<file path="config.mk">
export PLATFORM = sky130hd
export DESIGN_NAME = mem_arbiter_flat
export DESIGN_NICKNAME = d
export VERILOG_FILES = /design/src/rtl/mem_arbiter_pkg.sv /design/src/rtl/mem_arbiter_if.sv /design/src/rtl/mem_arbiter_rr_pick.sv /design/src/rtl/mem_arbiter.sv /design/src/flat_wrapper.sv
export SDC_FILE = /design/constraint.sdc
export NUM_CORES = 1
export LEC_CHECK = 0
export BUFFER_PORTS_ARGS = -buffer_cell sky130_fd_sc_hd__buf_2
export CORE_UTILIZATION = 40
export DETAILED_ROUTE_END_ITERATION = 10
export HOLD_SLACK_MARGIN = 0.15
export PLACE_DENSITY = 0.79
export SYNTH_ARGS = -nofsm -noshare
export SYNTH_HDL_FRONTEND = slang
export SYNTH_SLANG_ARGS = --single-unit
</file>
<file path="constraint.sdc">
create_clock -name clk -period 1.4 [get_ports clk]
set_input_delay 0.07 -clock clk [delete_from_list [all_inputs] [get_ports clk]]
set_output_delay 0.07 -clock clk [all_outputs]
set_load 0.01 [all_outputs]
</file>
<file path="src/rtl/mem_arbiter_pkg.sv">
// rtl/mem_arbiter_pkg.sv - shared types and constants for the two-port memory arbiter
package mem_arbiter_pkg;

  typedef enum logic [1:0] {IDLE, BUSY, DONE} state_e;

  localparam logic REQ_CPU = 1'b0;
  localparam logic REQ_DBG = 1'b1;

  // Counter must hold LAT-1 down to 0; LAT+1 keeps LAT=1 at one bit wide.
  function automatic int cnt_width(input int lat);
    return $clog2(lat + 1);
  endfunction

endpackage

</file>
<file path="src/rtl/mem_arbiter_if.sv">
// rtl/mem_arbiter_if.sv - requester handshake and memory port bundle for mem_arbiter
interface mem_arbiter_if #(
  parameter int WIDTH = 8
);
  logic [1:0]       req;
  logic [1:0]       we;
  logic [WIDTH-1:0] adr0;
  logic [WIDTH-1:0] adr1;
  logic [WIDTH-1:0] wd0;
  logic [WIDTH-1:0] wd1;
  logic [1:0]       gnt;
  logic [1:0]       done;
  logic [WIDTH-1:0] rdata;
  logic             memread;
  logic             memwrite;
  logic [WIDTH-1:0] memadr;
  logic [WIDTH-1:0] memwdata;
  logic [WIDTH-1:0] memdata;

  modport slave (
    input  req, we, adr0, adr1, wd0, wd1, memdata,
    output gnt, done, rdata, memread, memwrite, memadr, memwdata
  );

  modport master (
    output req, we, adr0, adr1, wd0, wd1, memdata,
    input  gnt, done, rdata, memread, memwrite, memadr, memwdata
  );

endinterface

</file>
<file path="src/rtl/mem_arbiter_rr_pick.sv">
// rtl/mem_arbiter_rr_pick.sv - 2-way one-hot picker; round-robin with MEMARB_RR_EN, else fixed priority
module rr_pick (
  input  logic [1:0] req_i,
`ifdef MEMARB_RR_EN
  input  logic       last_i,
`endif
  output logic [1:0] gnt_o
);

`ifdef MEMARB_RR_EN
  // On a tie the requester that was not granted last wins.
  assign gnt_o[0] = req_i[0] & (~req_i[1] | last_i);
  assign gnt_o[1] = req_i[1] & (~req_i[0] | ~last_i);
`else
  assign gnt_o[0] = req_i[0];
  assign gnt_o[1] = req_i[1] & ~req_i[0];
`endif

endmodule

</file>
<file path="src/rtl/mem_arbiter.sv">
// rtl/mem_arbiter.sv - shares one memory port between CPU and loader; MEMARB_RR_EN selects round-robin
module mem_arbiter
  import mem_arbiter_pkg::*;
#(
  parameter int WIDTH = 8,
  parameter int LAT   = 2
) (
  input logic          clk,
  input logic          reset,
  mem_arbiter_if.slave bus
);

  localparam int CNT_W = cnt_width(LAT);
  localparam logic [CNT_W-1:0] CNT_LOAD = CNT_W'(LAT - 1);

  state_e           state_q, state_d;
  logic [CNT_W-1:0] cnt_q, cnt_d;
  logic             sel_q, sel_d;
  logic             we_l_q, we_l_d;
  logic [WIDTH-1:0] adr_l_q, adr_l_d;
  logic [WIDTH-1:0] wd_l_q, wd_l_d;
  logic [WIDTH-1:0] rdata_q, rdata_d;
  logic [1:0]       pick_gnt;
  logic [1:0]       gnt_c;
  logic [1:0]       done_c;

`ifdef MEMARB_RR_EN
  logic last_q;

  rr_pick u_pick (
    .req_i  (bus.req),
    .last_i (last_q),
    .gnt_o  (pick_gnt)
  );

  // Reset to "DBG granted last" so the CPU wins the first tie.
  always_ff @(posedge clk) begin
    if (reset) begin
      last_q <= REQ_DBG;
    end else if (|gnt_c) begin
      last_q <= sel_d;
    end
  end
`else
  rr_pick u_pick (
    .req_i (bus.req),
    .gnt_o (pick_gnt)
  );
`endif

  always_ff @(posedge clk) begin
    if (reset) begin
      state_q <= IDLE;
      cnt_q   <= '0;
      sel_q   <= REQ_CPU;
      we_l_q  <= 1'b0;
      adr_l_q <= '0;
      wd_l_q  <= '0;
      rdata_q <= '0;
    end else begin
      state_q <= state_d;
      cnt_q   <= cnt_d;
      sel_q   <= sel_d;
      we_l_q  <= we_l_d;
      adr_l_q <= adr_l_d;
      wd_l_q  <= wd_l_d;
      rdata_q <= rdata_d;
    end
  end

  always_comb begin
    state_d = state_q;
    cnt_d   = cnt_q;
    sel_d   = sel_q;
    we_l_d  = we_l_q;
    adr_l_d = adr_l_q;
    wd_l_d  = wd_l_q;
    rdata_d = rdata_q;
    gnt_c   = 2'b00;
    done_c  = 2'b00;
    unique case (state_q)
      IDLE: begin
        if (|bus.req) begin
          gnt_c   = pick_gnt;
          sel_d   = pick_gnt[REQ_DBG];
          we_l_d  = bus.we[pick_gnt[REQ_DBG]];
          adr_l_d = pick_gnt[REQ_DBG] ? bus.adr1 : bus.adr0;
          wd_l_d  = pick_gnt[REQ_DBG] ? bus.wd1 : bus.wd0;
          cnt_d   = CNT_LOAD;
          state_d = BUSY;
        end
      end
      BUSY: begin
        // Memory data is valid in the last strobe cycle only.
        if (cnt_q == '0) begin
          if (!we_l_q) rdata_d = bus.memdata;
          state_d = DONE;
        end else begin
          cnt_d = cnt_q - 1'b1;
        end
      end
      DONE: begin
        done_c[sel_q] = 1'b1;
        state_d       = IDLE;
      end
      default: state_d = IDLE;
    endcase
  end

  assign bus.gnt      = gnt_c;
  assign bus.done     = done_c;
  assign bus.rdata    = rdata_q;
  assign bus.memread  = (state_q == BUSY) && !we_l_q;
  assign bus.memwrite = (state_q == BUSY) && we_l_q;
  assign bus.memadr   = adr_l_q;
  assign bus.memwdata = wd_l_q;

endmodule

</file>
<file path="src/flat_wrapper.sv">
// flat-port wrapper written by rule: the top's interface ports become plain ports
module mem_arbiter_flat import mem_arbiter_pkg::*;
#(
  parameter int WIDTH = 8,
  parameter int LAT   = 2
)
  (clk, reset, bus_req, bus_we, bus_adr0, bus_adr1, bus_wd0, bus_wd1, bus_memdata, bus_gnt, bus_done, bus_rdata, bus_memread, bus_memwrite, bus_memadr, bus_memwdata);
  mem_arbiter_if #(.WIDTH(WIDTH)) bus_i ();
  input logic clk;
  input logic reset;
  input wire logic [$bits(bus_i.req)-1:0] bus_req;
  input wire logic [$bits(bus_i.we)-1:0] bus_we;
  input wire logic [$bits(bus_i.adr0)-1:0] bus_adr0;
  input wire logic [$bits(bus_i.adr1)-1:0] bus_adr1;
  input wire logic [$bits(bus_i.wd0)-1:0] bus_wd0;
  input wire logic [$bits(bus_i.wd1)-1:0] bus_wd1;
  input wire logic [$bits(bus_i.memdata)-1:0] bus_memdata;
  output wire logic [$bits(bus_i.gnt)-1:0] bus_gnt;
  output wire logic [$bits(bus_i.done)-1:0] bus_done;
  output wire logic [$bits(bus_i.rdata)-1:0] bus_rdata;
  output wire logic [$bits(bus_i.memread)-1:0] bus_memread;
  output wire logic [$bits(bus_i.memwrite)-1:0] bus_memwrite;
  output wire logic [$bits(bus_i.memadr)-1:0] bus_memadr;
  output wire logic [$bits(bus_i.memwdata)-1:0] bus_memwdata;
  assign bus_i.req = bus_req;
  assign bus_i.we = bus_we;
  assign bus_i.adr0 = bus_adr0;
  assign bus_i.adr1 = bus_adr1;
  assign bus_i.wd0 = bus_wd0;
  assign bus_i.wd1 = bus_wd1;
  assign bus_i.memdata = bus_memdata;
  assign bus_gnt = bus_i.gnt;
  assign bus_done = bus_i.done;
  assign bus_rdata = bus_i.rdata;
  assign bus_memread = bus_i.memread;
  assign bus_memwrite = bus_i.memwrite;
  assign bus_memadr = bus_i.memadr;
  assign bus_memwdata = bus_i.memwdata;
  mem_arbiter #(.WIDTH(WIDTH), .LAT(LAT)) u_core (.clk(clk), .reset(reset), .bus(bus_i));
endmodule
</file>
==> reports/results.ini <==
[synthesis]
syn-cell-area_um2 = 1400
netlist_instances = 134
synth_top_area_cell = dfxtp_1
syn_avg_cell_area_um2 = 10.5
synth-main-ff-cell = dfxtp_1
seq_area_frac_synth_pct = 42.8
syn-num-nets = 181
yosysUniqueCellTypes = 25
ys_top_cells_by_area = dfxtp_1, mux2i_1, a211oi_2, a21oi_1, a211oi_1
ys_warn_count = 0
netlist.area_leader.share_pct = 42.8
yosys_register_bits = 30
synth_edf_count = 0
synth-async-reset-ratio_pct = 0

[grt]
grt_pass1_vias = 1390
grt_pass1_wl_um = 5950
track_usage_pct = 22.1
grt-ovfl-total = 0
grt_start_max_net_pins = 27
antenna_found_initial = 0

[power]
leakage_uw = 0.00116
p_per_area_nw_per_um2 = 998
report.power.total_uw = 2370
switching_share_pct = 29.1
intPower_uw = 1680
switchingPower_uw = 690
seqPwrFrac_pct = 42.6
p_comb_share_pct = 30.4
peakVddDrop_uv = 612
power_frac_clock_pct = 27.0

[timing]
min_period_ns = 1.36
worst_pin_slew_ns = 0.511
setup_tns_ns = 0
finalHoldViolCount = 0
setup_viol = 0
max_freq_ghz = 0.736
fin_worst_skew_ns = 0.00523
postLayoutSetupSlackWorst_ns = 0.0422
slew_headroom_pct = 66.0
maxSlewViolCount = 0
period_share_pct = 97.0
rsz0062_at_grt = false

[floorplan]
die_x_um = 61.2
num_rows = 21
boundaryPins = 76
dieArea_um2 = 3750
core_um2 = 3340
die_h_um = 61.2
start_util_pct = 42.0

[job]
drv_cap = 0

[routing]
ant_nets = 0
vias_per_cell = 4.79
via_count = 1466
dr.pass1.iters = 4
wl_um = 4120
drc = 0
drt_iter0_markers = 70
post_drt_wl_per_cell_um = 13.5

[layout]
multiInputGateArea_um2 = 728
drive_above_1_share_pct = 44.2
final_cell_area_um2 = 2370
n_antenna_cell = 0
layout.area.seq_um2 = 603
postLayoutCoreUtil_pct = 71.2
syn2layout_area_growth_pct = 69.3
final_nets = 306
n_fill_cell = 264

[setup_path]
r2r-end = u_core.bus.rdata[4]$_SDFFE_PP0P_
crit_required_ns = 1.33
reg2regPathDepth = 5
max_stage_delay_ns = 0.55
setup.worst_path.class = in2out
crit_path_end_kind = primary output
startpoint_type = primary input
ff2ff_setup_slack_ns = 0.09
arrival_ns = 1.29
crit_fanout = 7
r2r_start = u_core.cnt_q[0]$_SDFFE_PP0P_
crit_path_top_delay_cell = dlygate4sd3_1
crit_path_frequent_cell = buf_2
critical_path.cell_chain = dlygate4sd3_1 > buf_2 > nand2b_1 > buf_4 > nor3_2 > buf_2

[placement]
portBuffers = 75
place_area_um2 = 1820
dp_hpwl_um = 2310
finalWeightedCongestion = 0.762
place_ws_ns = -0.00213

[worst_hold_path]
worstHoldPathCells = 3
min_to = u_core.bus.memwdata[5]$_SDFFE_PP0P_
min_path_type = in2reg
hold_path.startpoint = bus_wd0[5]

[clock_tree]
cts_max_level = 2
cts_tree = done
clock_sinks = 30
clk_latency_ns = 0.33
clkTransAtPathRegs_ns = 0.09
cts_buffer_depth = 2
cts_made_buffers = 5
cts_root_buf = clkbuf_4

[outcome]
status = finished clean

[worst max-delay path, delay by kind of cell]
kind | cells | cell delay [ns]
buffers and inverters | 4 | 1.03
and+or+nand+nor | 2 | 0.18
[placed cells by master (no fill, tap or decap), types with 2 or more instances in the layout]
cell type and count:
buf_2 75, clkbuf_4 5, dfxtp_1 28, nor2_1 10
dlygate4sd3_1 43, buf_4 11, a211oi_1 7, mux2i_1 25
a211oi_2 10, clkbuf_8 3, dfxtp_2 2, a21oi_1 20
nor3b_1 3, inv_2 2, and3b_1 2
[cell families (layout without fill, tap and decap cells)]
logic type,Yosys count,after routing,synth area share [%]
buf+inv,14,140,6.60
compound gates,39,39,21.5
flops,30,30,42.8
mux,25,25,17.8
simple gates,25,25,10.3
fa+ha+maj,1,1,0.892
[worst max path at each step]
stage                                         from                               end  slack (ns)
floorplan             u_core.cnt_q[0]$_SDFFE_PP0P_  u_core.bus.rdata[0]$_SDFFE_PP0P_        0.11
global placement      u_core.cnt_q[0]$_SDFFE_PP0P_  u_core.bus.rdata[7]$_SDFFE_PP0P_        0.07
detailed placement    u_core.cnt_q[0]$_SDFFE_PP0P_  u_core.bus.rdata[4]$_SDFFE_PP0P_      -0.002
CTS                 u_core.state_q[1]$_SDFFE_PP0P_                        bus_gnt[0]        0.04
global route        u_core.state_q[0]$_SDFFE_PP0P_                        bus_gnt[0]       0.002
finish                                  bus_req[1]                        bus_gnt[1]        0.04
[power groups by stage]
| stage | Sequential (uW) | Combinational (uW) | Clock, uW |
|---|---|---|---|
| detailed placement | 1020 | 589 | 0 |
| global placement | 1020 | 576 | 0 |
| CTS | 1010 | 697 | 654 |
| global route | 1020 | 782 | 689 |
| finish | 1010 | 720 | 640 |
| floorplan | 1050 | 353 | 0 |
[repair_timing]
action	in CTS	in global routing
pin swaps	0	2
hold buffers	43	0
endpoints found under the setup margin	4	5
resized for setup	5	5
hold endpoints to repair	26	0
setup buffers	1	2
[metrics by stage]
step	hold WS (ns)	std cells
final	0.152	306
after global routing	0.164	306
after CTS	0.151	304
after detailed placement	0.322	252
after global placement	0.301	252
after floorplan	0.148	134
[flip-flops by register name, indices dropped and copies added (netlist names)]
name / flops
u_core.state_q: 2
u_core.bus.rdata: 8
u_core.cnt_q: 2
u_core.bus.memadr: 8
u_core.sel_q: 1
u_core.bus.memwdata: 8
u_core.we_l_q: 1
[layout make-up]
class	instances	area share, %
Timing Repair Buffer	130	37.9
Multi-Input combinational cell	90	30.7
Sequential cell	30	25.4
Clock buffer	8	3.32
Tap cell	46	2.42
Inverter	2	0.316
[metal layers]
| metal | part of all wire [%] | vias to the layer above | wire length, um | global-route usage [%] |
|---|---|---|---|---|
| met3 | 6.2 | 7 | 255 | 7.14 |
| met2 | 54 | 54 | 2210 | 42.2 |
| met1 | 39 | 666 | 1600 | 22.0 |
| met4 | 1.3 | 0 | 54 | 8.44 |
| li1 | - | 739 | - | - |
| met5 | 0 | - | 0 | 0 |
[cell usage after synthesis (2+ instances only)]
| library cell | instances |
|---|---|
| nor3b_1 | 3 |
| dfxtp_1 | 30 |
| buf_6 | 2 |
| buf_4 | 2 |
| mux2i_1 | 25 |
| a211oi_2 | 10 |
| clkbuf_1 | 6 |
| inv_1 | 2 |
| nor2_1 | 11 |
| and3b_1 | 2 |
| nor3_1 | 2 |
| a211oi_1 | 7 |
| a21oi_1 | 20 |
Power figures use the tool's default switching activity.
